[src/rtl/usb_fs_pkg.sv]
// Shared encodings and limits for the full-speed USB receive path.
package usb_fs_pkg;

  // Line-state encoding is {D-, D+}
  typedef enum logic [1:0] {
    LS_SE0 = 2'b00,
    LS_J   = 2'b01,
    LS_K   = 2'b10,
    LS_SE1 = 2'b11
  } line_state_t;

  typedef enum logic [2:0] {
    IDLE,
    SYNC,
    DATA,
    EOP,
    ABORT
  } rx_state_t;

  localparam int STUFF_LIMIT    = 6;
  localparam int SYNC_MIN_ZEROS = 5;
  localparam int EOP_MAX_SE0    = 3;

  // True for the two differential data levels (J or K)
  function automatic logic is_jk(input logic [1:0] ls);
    return (ls == LS_J) || (ls == LS_K);
  endfunction

endpackage

[src/rtl/usb_fs_dpll.sv]
// Pin synchronisers, registered line state and the 4x oversampling phase tracker.
module usb_fs_dpll
  import usb_fs_pkg::*;
#(
  parameter int SYNC_STAGES = 2
) (
  input  logic       clk,
  input  logic       rst_n,
  input  logic       d_p,
  input  logic       d_n,
  output logic [1:0] line_state,
  output logic       strobe
);

  logic [SYNC_STAGES-1:0] sync_p;
  logic [SYNC_STAGES-1:0] sync_n;
  logic [1:0]             synced;
  logic [1:0]             phase;
  logic                   jk_edge;

  assign synced  = {sync_n[SYNC_STAGES-1], sync_p[SYNC_STAGES-1]};
  assign jk_edge = is_jk(synced) && is_jk(line_state) && (synced != line_state);
  assign strobe  = (phase == 2'd2);

  // Synchronise both pins and register the combined line state
  always_ff @(posedge clk or negedge rst_n) begin
    if (!rst_n) begin
      sync_p     <= '0;
      sync_n     <= '0;
      line_state <= LS_SE0;
    end else begin
      sync_p     <= {sync_p[SYNC_STAGES-2:0], d_p};
      sync_n     <= {sync_n[SYNC_STAGES-2:0], d_n};
      line_state <= synced;
    end
  end

  // Free-running phase counter, re-centred on every J<->K edge so phase 2 lands mid-bit
  always_ff @(posedge clk or negedge rst_n) begin
    if (!rst_n) begin
      phase <= 2'd0;
    end else begin
      phase <= jk_edge ? 2'd0 : phase + 2'd1;
    end
  end

endmodule

[src/rtl/usb_fs_receiver.sv]
// Full-speed USB receive front-end: NRZI decode, SYNC detect, unstuffing, byte assembly, EOP.
module usb_fs_receiver
  import usb_fs_pkg::*;
#(
  parameter int SYNC_STAGES = 2
) (
  input  logic       Clk,
  input  logic       nReset,
  input  logic       Enable,
  input  logic       USB_D_P,
  input  logic       USB_D_N,
  output logic [1:0] Line_State,
  output logic [7:0] Data,
  output logic       Valid,
  output logic       Packet_Start,
  output logic       Packet_End,
  output logic       Packet_Active,
  output logic       Error
);

  rx_state_t  state, state_next;
  logic [1:0] prev_level, prev_level_next;
  logic [2:0] zero_cnt, zero_cnt_next;
  logic [2:0] ones_cnt, ones_cnt_next;
  logic [2:0] bit_cnt, bit_cnt_next;
  logic [1:0] se0_cnt, se0_cnt_next;
  logic [7:0] shift, shift_next;
  logic [7:0] data_next;
  logic       valid_next, start_next, end_next, error_next, active_next;
  logic       strobe;
  logic       sample_jk;
  logic       dec_bit;

  usb_fs_dpll #(.SYNC_STAGES(SYNC_STAGES)) u_dpll (
    .clk        (Clk),
    .rst_n      (nReset),
    .d_p        (USB_D_P),
    .d_n        (USB_D_N),
    .line_state (Line_State),
    .strobe     (strobe)
  );

  assign sample_jk = is_jk(Line_State);
  assign dec_bit   = (Line_State == prev_level);

  // Decoder FSM: next state, unstuffing, byte assembly and output pulses
  always_comb begin
    state_next      = state;
    prev_level_next = prev_level;
    zero_cnt_next   = zero_cnt;
    ones_cnt_next   = ones_cnt;
    bit_cnt_next    = bit_cnt;
    se0_cnt_next    = se0_cnt;
    shift_next      = shift;
    data_next       = Data;
    valid_next      = 1'b0;
    start_next      = 1'b0;
    end_next        = 1'b0;
    error_next      = 1'b0;
    active_next     = Packet_Active;
    if (!Enable) begin
      state_next      = IDLE;
      prev_level_next = LS_J;
      active_next     = 1'b0;
    end else if (strobe) begin
      if (sample_jk) prev_level_next = Line_State;
      unique case (state)
        IDLE: begin
          prev_level_next = LS_J;
          if (Line_State == LS_K) begin
            state_next      = SYNC;
            prev_level_next = LS_K;
            zero_cnt_next   = 3'd1;
          end
        end
        SYNC: begin
          if (!sample_jk) begin
            state_next = IDLE;
          end else if (!dec_bit) begin
            zero_cnt_next = (zero_cnt == 3'd7) ? zero_cnt : zero_cnt + 3'd1;
          end else if (zero_cnt >= 3'(SYNC_MIN_ZEROS)) begin
            // The trailing 1 of SYNC already counts towards the stuffing run
            state_next    = DATA;
            start_next    = 1'b1;
            active_next   = 1'b1;
            ones_cnt_next = 3'd1;
            bit_cnt_next  = 3'd0;
          end else begin
            state_next = IDLE;
          end
        end
        DATA: begin
          if (Line_State == LS_SE0) begin
            state_next   = EOP;
            se0_cnt_next = 2'd1;
          end else if (Line_State == LS_SE1) begin
            state_next  = ABORT;
            error_next  = 1'b1;
            active_next = 1'b0;
          end else if (ones_cnt == 3'(STUFF_LIMIT)) begin
            if (dec_bit) begin
              state_next  = ABORT;
              error_next  = 1'b1;
              active_next = 1'b0;
            end else begin
              ones_cnt_next = 3'd0;
            end
          end else begin
            ones_cnt_next = dec_bit ? ones_cnt + 3'd1 : 3'd0;
            shift_next    = {dec_bit, shift[7:1]};
            bit_cnt_next  = bit_cnt + 3'd1;
            if (bit_cnt == 3'd7) begin
              data_next  = shift_next;
              valid_next = 1'b1;
            end
          end
        end
        EOP: begin
          if (Line_State == LS_J) begin
            state_next  = IDLE;
            end_next    = 1'b1;
            error_next  = (bit_cnt != 3'd0);
            active_next = 1'b0;
          end else if ((Line_State == LS_SE0) && (se0_cnt != 2'(EOP_MAX_SE0))) begin
            se0_cnt_next = se0_cnt + 2'd1;
          end else begin
            state_next  = ABORT;
            error_next  = 1'b1;
            active_next = 1'b0;
          end
        end
        ABORT: begin
          active_next = 1'b0;
          if (Line_State == LS_J) state_next = IDLE;
        end
        default: state_next = IDLE;
      endcase
    end
  end

  // State, counters and registered outputs
  always_ff @(posedge Clk or negedge nReset) begin
    if (!nReset) begin
      state         <= IDLE;
      prev_level    <= LS_J;
      zero_cnt      <= 3'd0;
      ones_cnt      <= 3'd0;
      bit_cnt       <= 3'd0;
      se0_cnt       <= 2'd0;
      shift         <= 8'd0;
      Data          <= 8'd0;
      Valid         <= 1'b0;
      Packet_Start  <= 1'b0;
      Packet_End    <= 1'b0;
      Packet_Active <= 1'b0;
      Error         <= 1'b0;
    end else begin
      state         <= state_next;
      prev_level    <= prev_level_next;
      zero_cnt      <= zero_cnt_next;
      ones_cnt      <= ones_cnt_next;
      bit_cnt       <= bit_cnt_next;
      se0_cnt       <= se0_cnt_next;
      shift         <= shift_next;
      Data          <= data_next;
      Valid         <= valid_next;
      Packet_Start  <= start_next;
      Packet_End    <= end_next;
      Packet_Active <= active_next;
      Error         <= error_next;
    end
  end

endmodule

[config.mk]
export PLATFORM = sky130hd
export DESIGN_NAME = usb_fs_receiver
export DESIGN_NICKNAME = d
export VERILOG_FILES = /design/src/rtl/usb_fs_pkg.sv /design/src/rtl/usb_fs_dpll.sv /design/src/rtl/usb_fs_receiver.sv
export SDC_FILE = /design/constraint.sdc
export NUM_CORES = 1
export LEC_CHECK = 0
export ABC_AREA = 1
export BUFFER_PORTS_ARGS = -buffer_cell sky130_fd_sc_hd__buf_2
export CORE_UTILIZATION = 59
export CTS_CLUSTER_SIZE = 14
export DETAILED_ROUTE_END_ITERATION = 16
export PLACE_DENSITY = 0.79
export SYNTH_ARGS = -nofsm -noshare
export SYNTH_HDL_FRONTEND = slang
export SYNTH_SLANG_ARGS = --single-unit
export TNS_END_PERCENT = 100
[constraint.sdc]
create_clock -name Clk -period 2.1 [get_ports Clk]
set_clock_uncertainty 0.1 [all_clocks]
set_input_delay 0.42 -clock Clk [delete_from_list [all_inputs] [get_ports Clk]]
set_output_delay 0.42 -clock Clk [all_outputs]
set_load 0.005 [all_outputs]
==> impl_results.md, run 1 <==
* Status: complete, no violations
* Busiest layer in global routing: met2
* Number of synthesized flops with an enable pin at 0
* Layout cells sized above 1 at 19.6%
* Reg2reg setup slack at 210 ps
* Finished Layout Cells at 365
* Total die area at about 0.0043 mm^2
* Average vias per placed instance at roughly 5.3
* DRC at 0
* Num ports at 20
* Placement-stage cell area at around 0.0025 mm^2
* Total of max-cap violations at 0
* Die Span X at 65.7 um
* Main synth FF type: dfrtp_1
* Met3 Track Usage GR at approximately 4.3%
* Part of the power in the clock network at a little under 30%
* Final period util at between 90 and 100%
* CP Capture Type: register
* Final hold violations at 0
* Max transition margin at between 70% and 80%
* Post-Route WL at 4930 um
* Unique cell type count in the Yosys netlist at 27
* Largest net degree at the start of global routing at 45
* Area leader, netlist: dfrtp_1
* Final ANT Viol Nets at 0
* CTS tree: yes
* Final net count at ~340
* Critical path fanouts, max at 8
* Sequential share of power at 44.0%
* FFs w/ async S/R, synth at 100%
* WP data required at ~2200 ps
* Combinational share of power at roughly a quarter
* Period minus WS final at between 1500 and 2000 ps
* Synth-to-Final Area Change at 11.9%
* Switch share at a little over a third
* I/O Buffers at 19
* Seq cells post-synth at 44
* Clk root buf: clkbuf_8
* Initial antenna violation count at 0
* Synthesis Warnings at 0
* # diodes at 0
* Worst min path class: input pin to register
* Sink Count at between 40 and 50
* First DRT Iteration DRCs at ~220
* Final Setup Violations at 0
* Detail Placement HPWL at roughly 3500 um
* Number of global-route vias before repair at roughly 1,900
* Skew-Pair Late Insertion Delay at between 300 and 400 ps
* Setup crit start kind: register
* Total grt overflow at 0
* H-tree depth at 2
* RSZ-0062 raised after global routing: false
* Reg clk slew, reported paths at 90 ps
* Drt wl/cell at around 13 um
* Internal Power at 1480 uW
* Mean Syn Cell Area at roughly 8 um^2
* Sw Pwr at roughly 800 uW
* Post-synth top cells: 81 x nand2_1, 43 x dfrtp_1, 26 x inv_1
* Leak at 0.00138 uW
* Fin. max-slew vios at 0
* First-pass GRT wire length at roughly 8500 um
* Final Wtd Congestion at 0.938
* All-Layer GR Usage at 26.4%
* Worst EP arrival at approximately 2000 ps
* Mapped Cells at between 200 and 300
* Final Cell Area at around 0.0027 mm^2
* Max Buffers Root-to-Sink at 2
* Critical path type: register to register
* Syn Nets at slightly above 300
* Met2 global-route usage at about two fifths
* Main area contributors after synthesis: dfrtp_1 45%, nand2_1 13%, ha_1 7.3%
* Drt first pass iters at 4
* Fmax at ~0.53 GHz
* Postcts setup bufs at 0
* Row count at 22
* Core footprint at roughly 0.0038 mm^2
* Power Density at about 850 mW/mm^2
* TritonCTS Buffers at 5
* Via count at 1,946
* Initial cell density of the core at between 60 and 70%
* Share of the synthesized area in the top cell type at 44.9%
* Most numerous cell in the Yosys netlist: nand2_1
* Chip Height at ~66 um
* Setup TNS at 0 ps
* Worst-margin pin slew at around 370 ps
* Sequential cell area fraction in the yosys report at about 46%
* VDD IR max at between 0.0005 and 0.0006 V
* Placed Cells at about 360
* Syn Std Cell Area at 0.00240 mm^2
* Met1 usage at 36.3%
* Util after Layout at between 70% and 80%
final timing paths:
kind / startpoint / end / cells after the start
max: u_dpll.phase[0] / bit_cnt[0] / 9
min: USB_D_N / u_dpll.sync_n[0] / 1
max reg2reg: u_dpll.phase[0] / bit_cnt[0] / 9
min reg2reg: u_dpll.sync_p[0] / u_dpll.sync_p[1] / 0
max in group asynchronous: nReset / prev_level[0] / 3
min in group asynchronous: nReset / bit_cnt[2] / 3
worst max-delay path: stages, from the launching register on:
cell and delay, ps:
dfrtp_1 390, inv_1 60, ha_1 290, nand2_1 200, inv_1 170, o21ai_2 110, nor2_4 210, nand2_1 120
nand2_1 80, nand2_1 60
state kept, by name, summed over array words and instances (netlist names):
name and cells:
Valid 1, ones_cnt 3, u_dpll.phase 2, state 3
u_dpll.line_state 2, prev_level 2, bit_cnt 3, Packet_Active 1
zero_cnt 3, Error 1, Data 8, u_dpll.sync_n 2
shift 7, Packet_Start 1, se0_cnt 2, u_dpll.sync_p 2
Packet_End 1
stage by stage:
step	worst slack, ps	hold slack (ps)	total power (uW)
after floorplan	391	24.4	1460
after global placement	259	236	1590
after detailed placement	113	240	1610
after CTS	102	108	2290
after global routing	52.0	109	2410
final	210	113	2290
power by group through the flow:
stage               Combinational, uW  Sequential [uW]  Clock (uW)
finish                            609             1000         671
global placement                  575             1010           0
detailed placement                592             1020           0
floorplan                         460             1000           0
global route                      686             1020         711
CTS                               599             1000         687
cells by family (layout without fill, tap and decap cells):
group	Yosys count	in the layout	synth area share, %
AOI/OAI and AO/OA	37	37	8.46
adders and majority gates	14	14	7.31
buffers and inverters	36	61	6.37
and+or+nand+nor	158	158	30.8
DFF	44	44	46.0
xor gates and xnor gates	3	3	1.10
placed cells by master (no fill, tap or decap), types with 7 or more instances in the layout:
cell type  Yosys  routed
nor2_1        25      25
nand2_2        8       7
nand3_1       20      20
a21oi_1        9       9
o21ai_1       19      19
inv_1         26      26
ha_1          14      14
buf_2          2      19
dfrtp_1       43      41
nand2_1       81      81
routing by layer:
layer | routed length [um] | vias to the layer above
met1 | 2300 | 899
li1 | - | 982
met3 | 220 | 8
met5 | 0 | -
met4 | 91 | 0
met2 | 2310 | 57
cell type report:
| cell class | instances | area (um^2) |
|---|---|---|
| multi-input cells | 212 | 1150 |
| flip-flops and latches | 44 | 1100 |
| fillers | 292 | 1090 |
| repair buffers | 21 | 125 |
| inverters | 32 | 120 |
| clock buffers | 5 | 68.8 |
| well taps | 48 | 60.1 |
| clock inverters | 3 | 47.5 |
what timing repair did:
item                       in CTS  in global routing
hold buffers                    1                  0
setup endpoints to repair       0                 13
hold endpoints to repair       43                  0
resized for setup               0                  4
Power figures use the tool's default switching activity.
==> inputs of run 2 (changes only) <==
- CORE_UTILIZATION: 59 -> 53
- PLACE_DENSITY: 0.79 -> 0.75
- clock period: 2.1 -> 1.7 ns (I/O delays scaled with it)
==> impl_results.md, run 2 (synthesized netlist as in run 1, its figures left out) <==
* Setup TNS at 0 ps
* Commonest non-fill, non-tap cells in the layout: 75 x nand2_1, 39 x dfrtp_1, 23 x inv_1, 23 x nor2_1, 20 x nand3_1
* CTS tree: yes
* Synth-to-Final Area Change at 20.9%
* Worst hold slack at between 40 and 50 ps
* Final Setup Violations at 0
* Initial cell density of the core at 55.0%
* RSZ-0062 raised after global routing: true
* First DRT Iteration DRCs at between 90 and 100
* Die Span X at a little under 70 um
* Layout cells sized above 1 at between 20% and 30%
* Final ANT Viol Nets at 0
* TritonCTS Buffers at 5
* Util after Layout at between 60% and 70%
* # diodes at 0
* WP data required at ~1800 ps
* Max Buffers Root-to-Sink at 2
* Final net count at around 360
* Reg clk slew, reported paths at roughly 80 ps
* Fmax at between 0.6 and 0.7 GHz
* H-tree depth at 2
* Critical path fanouts, max at 8
* I/O Buffers at 19
* Max FFs per register at 8
* Row count at 24
* Final Wtd Congestion at 0.891
* First-pass GRT wire length at between 8000 and 9000 um
* Detail Placement HPWL at between 3000 and 4000 um
* Skew-Pair Late Insertion Delay at about 310 ps
* Largest regs: Data: 8 flops, shift: 7 flops
* Chip Height at just under 70 um
* Via count at 2,006
* Initial antenna violation count at 0
* Worst EP arrival at roughly 1700 ps
* Total die area at 0.00479 mm^2
* Drt wl/cell at 12.6 um
* Final hold violations at 0
* Average vias per placed instance at roughly 5.2
* Core footprint at approximately 0.0044 mm^2
* Fin. max-slew vios at 0
* Worst-margin pin slew at approximately 370 ps
* Post-Route WL at 4920 um
* Power Density at 973 mW/mm^2
* All-Layer GR Usage at approximately a fifth
* Most common cell after layout, fill and taps aside: nand2_1
* Num ports at 20
* Largest net degree at the start of global routing at 31
* CP Capture Type: register
* Worst min path class: input pin to register
* VDD IR max at just over 0.0007 V
* Sink Count at between 40 and 50
* Drt first pass iters at 5
* Max transition margin at approximately three quarters
* Dpl ws at between 2 and 2.5 ps
* Final period util at slightly below 100%
* Total of max-cap violations at 0
* Largest Register: Data
* Period minus WS final at around 1700 ps
* DRC at 0
* Number of global-route vias before repair at 1,841
* Leak at about 0.0015 uW
* Setup crit start kind: register
* Status: complete, no violations
* Total grt overflow at 0
* Critical path type: register to register
* Clk root buf: clkbuf_8
* Fin worst setup slack at just under 50 ps
## run 2: cell types whose count changed in the layout (fill, tap and decap cells not counted), moves of 3 or more
| cell | before | now |
|---|---|---|
| nand2_2 | 7 | 13 |
| inv_1 | 26 | 23 |
| nand2_1 | 81 | 75 |
| ha_1 | 14 | 10 |
| buf_4 | 0 | 19 |
## run 2: cell type report
| class | count | area, um^2 |
|---|---|---|
| clock buffers | 6 | 82.6 |
| inverters | 32 | 123 |
| multi-input cells | 212 | 1220 |
| repair buffers | 41 | 288 |
| flip-flops and latches | 44 | 1110 |
| fillers | 350 | 1460 |
| well taps | 52 | 65.1 |
| clock inverters | 2 | 15.0 |
## run 2: critical path, stage by stage (launching register included)
cell	delay [ps]
dfrtp_2	440
inv_2	80
ha_4	160
buf_4	140
o21ai_2	120
nand2_2	80
nor2_4	210
nand2_2	100
nand2_1	70
nand2_1	50
## run 2: report_power, final
part           internal, uW  switching (uW)
Combinational           337             540
Clock                   329             370
Sequential             1150            96.3
## run 2: timing repair
| item | in CTS | in global routing |
|---|---|---|
| pin swaps | 0 | 10 |
| buffers inserted | 0 | 7 |
| hold buffers | 1 | 0 |
| resized for setup | 1 | 24 |
| hold endpoints to repair | 14 | 0 |
| setup endpoints to repair | 5 | 33 |
## run 2: worst paths after layout
path	from	end	slack (ps)	cells after the start
max	u_dpll.line_state[0]	ones_cnt[0]	50	9
min	USB_D_P	u_dpll.sync_p[0]	50	1
max reg2reg	u_dpll.line_state[0]	ones_cnt[0]	50	9
min reg2reg	u_dpll.sync_p[0]	u_dpll.sync_p[1]	260	0
max in group asynchronous	nReset	prev_level[0]	580	3
min in group asynchronous	nReset	Error	360	2
## run 2: metrics by stage
stage                     total power, uW  cell area (um^2)  cells
after floorplan                      1810              2400    292
after global placement               2010              2660    373
after detailed placement             2040              2660    373
after CTS                            2740              2780    382
after global routing                 3010              2900    389
final                                2820              2900    389
## run 2: routing by layer
layer,part of all wire (%),track usage (%),vias up
li1,-,-,1028
met1,47,28.9,899
met2,45,33.0,64
met3,4.9,4.94,15
met4,3.2,9.52,0
met5,0,0,-
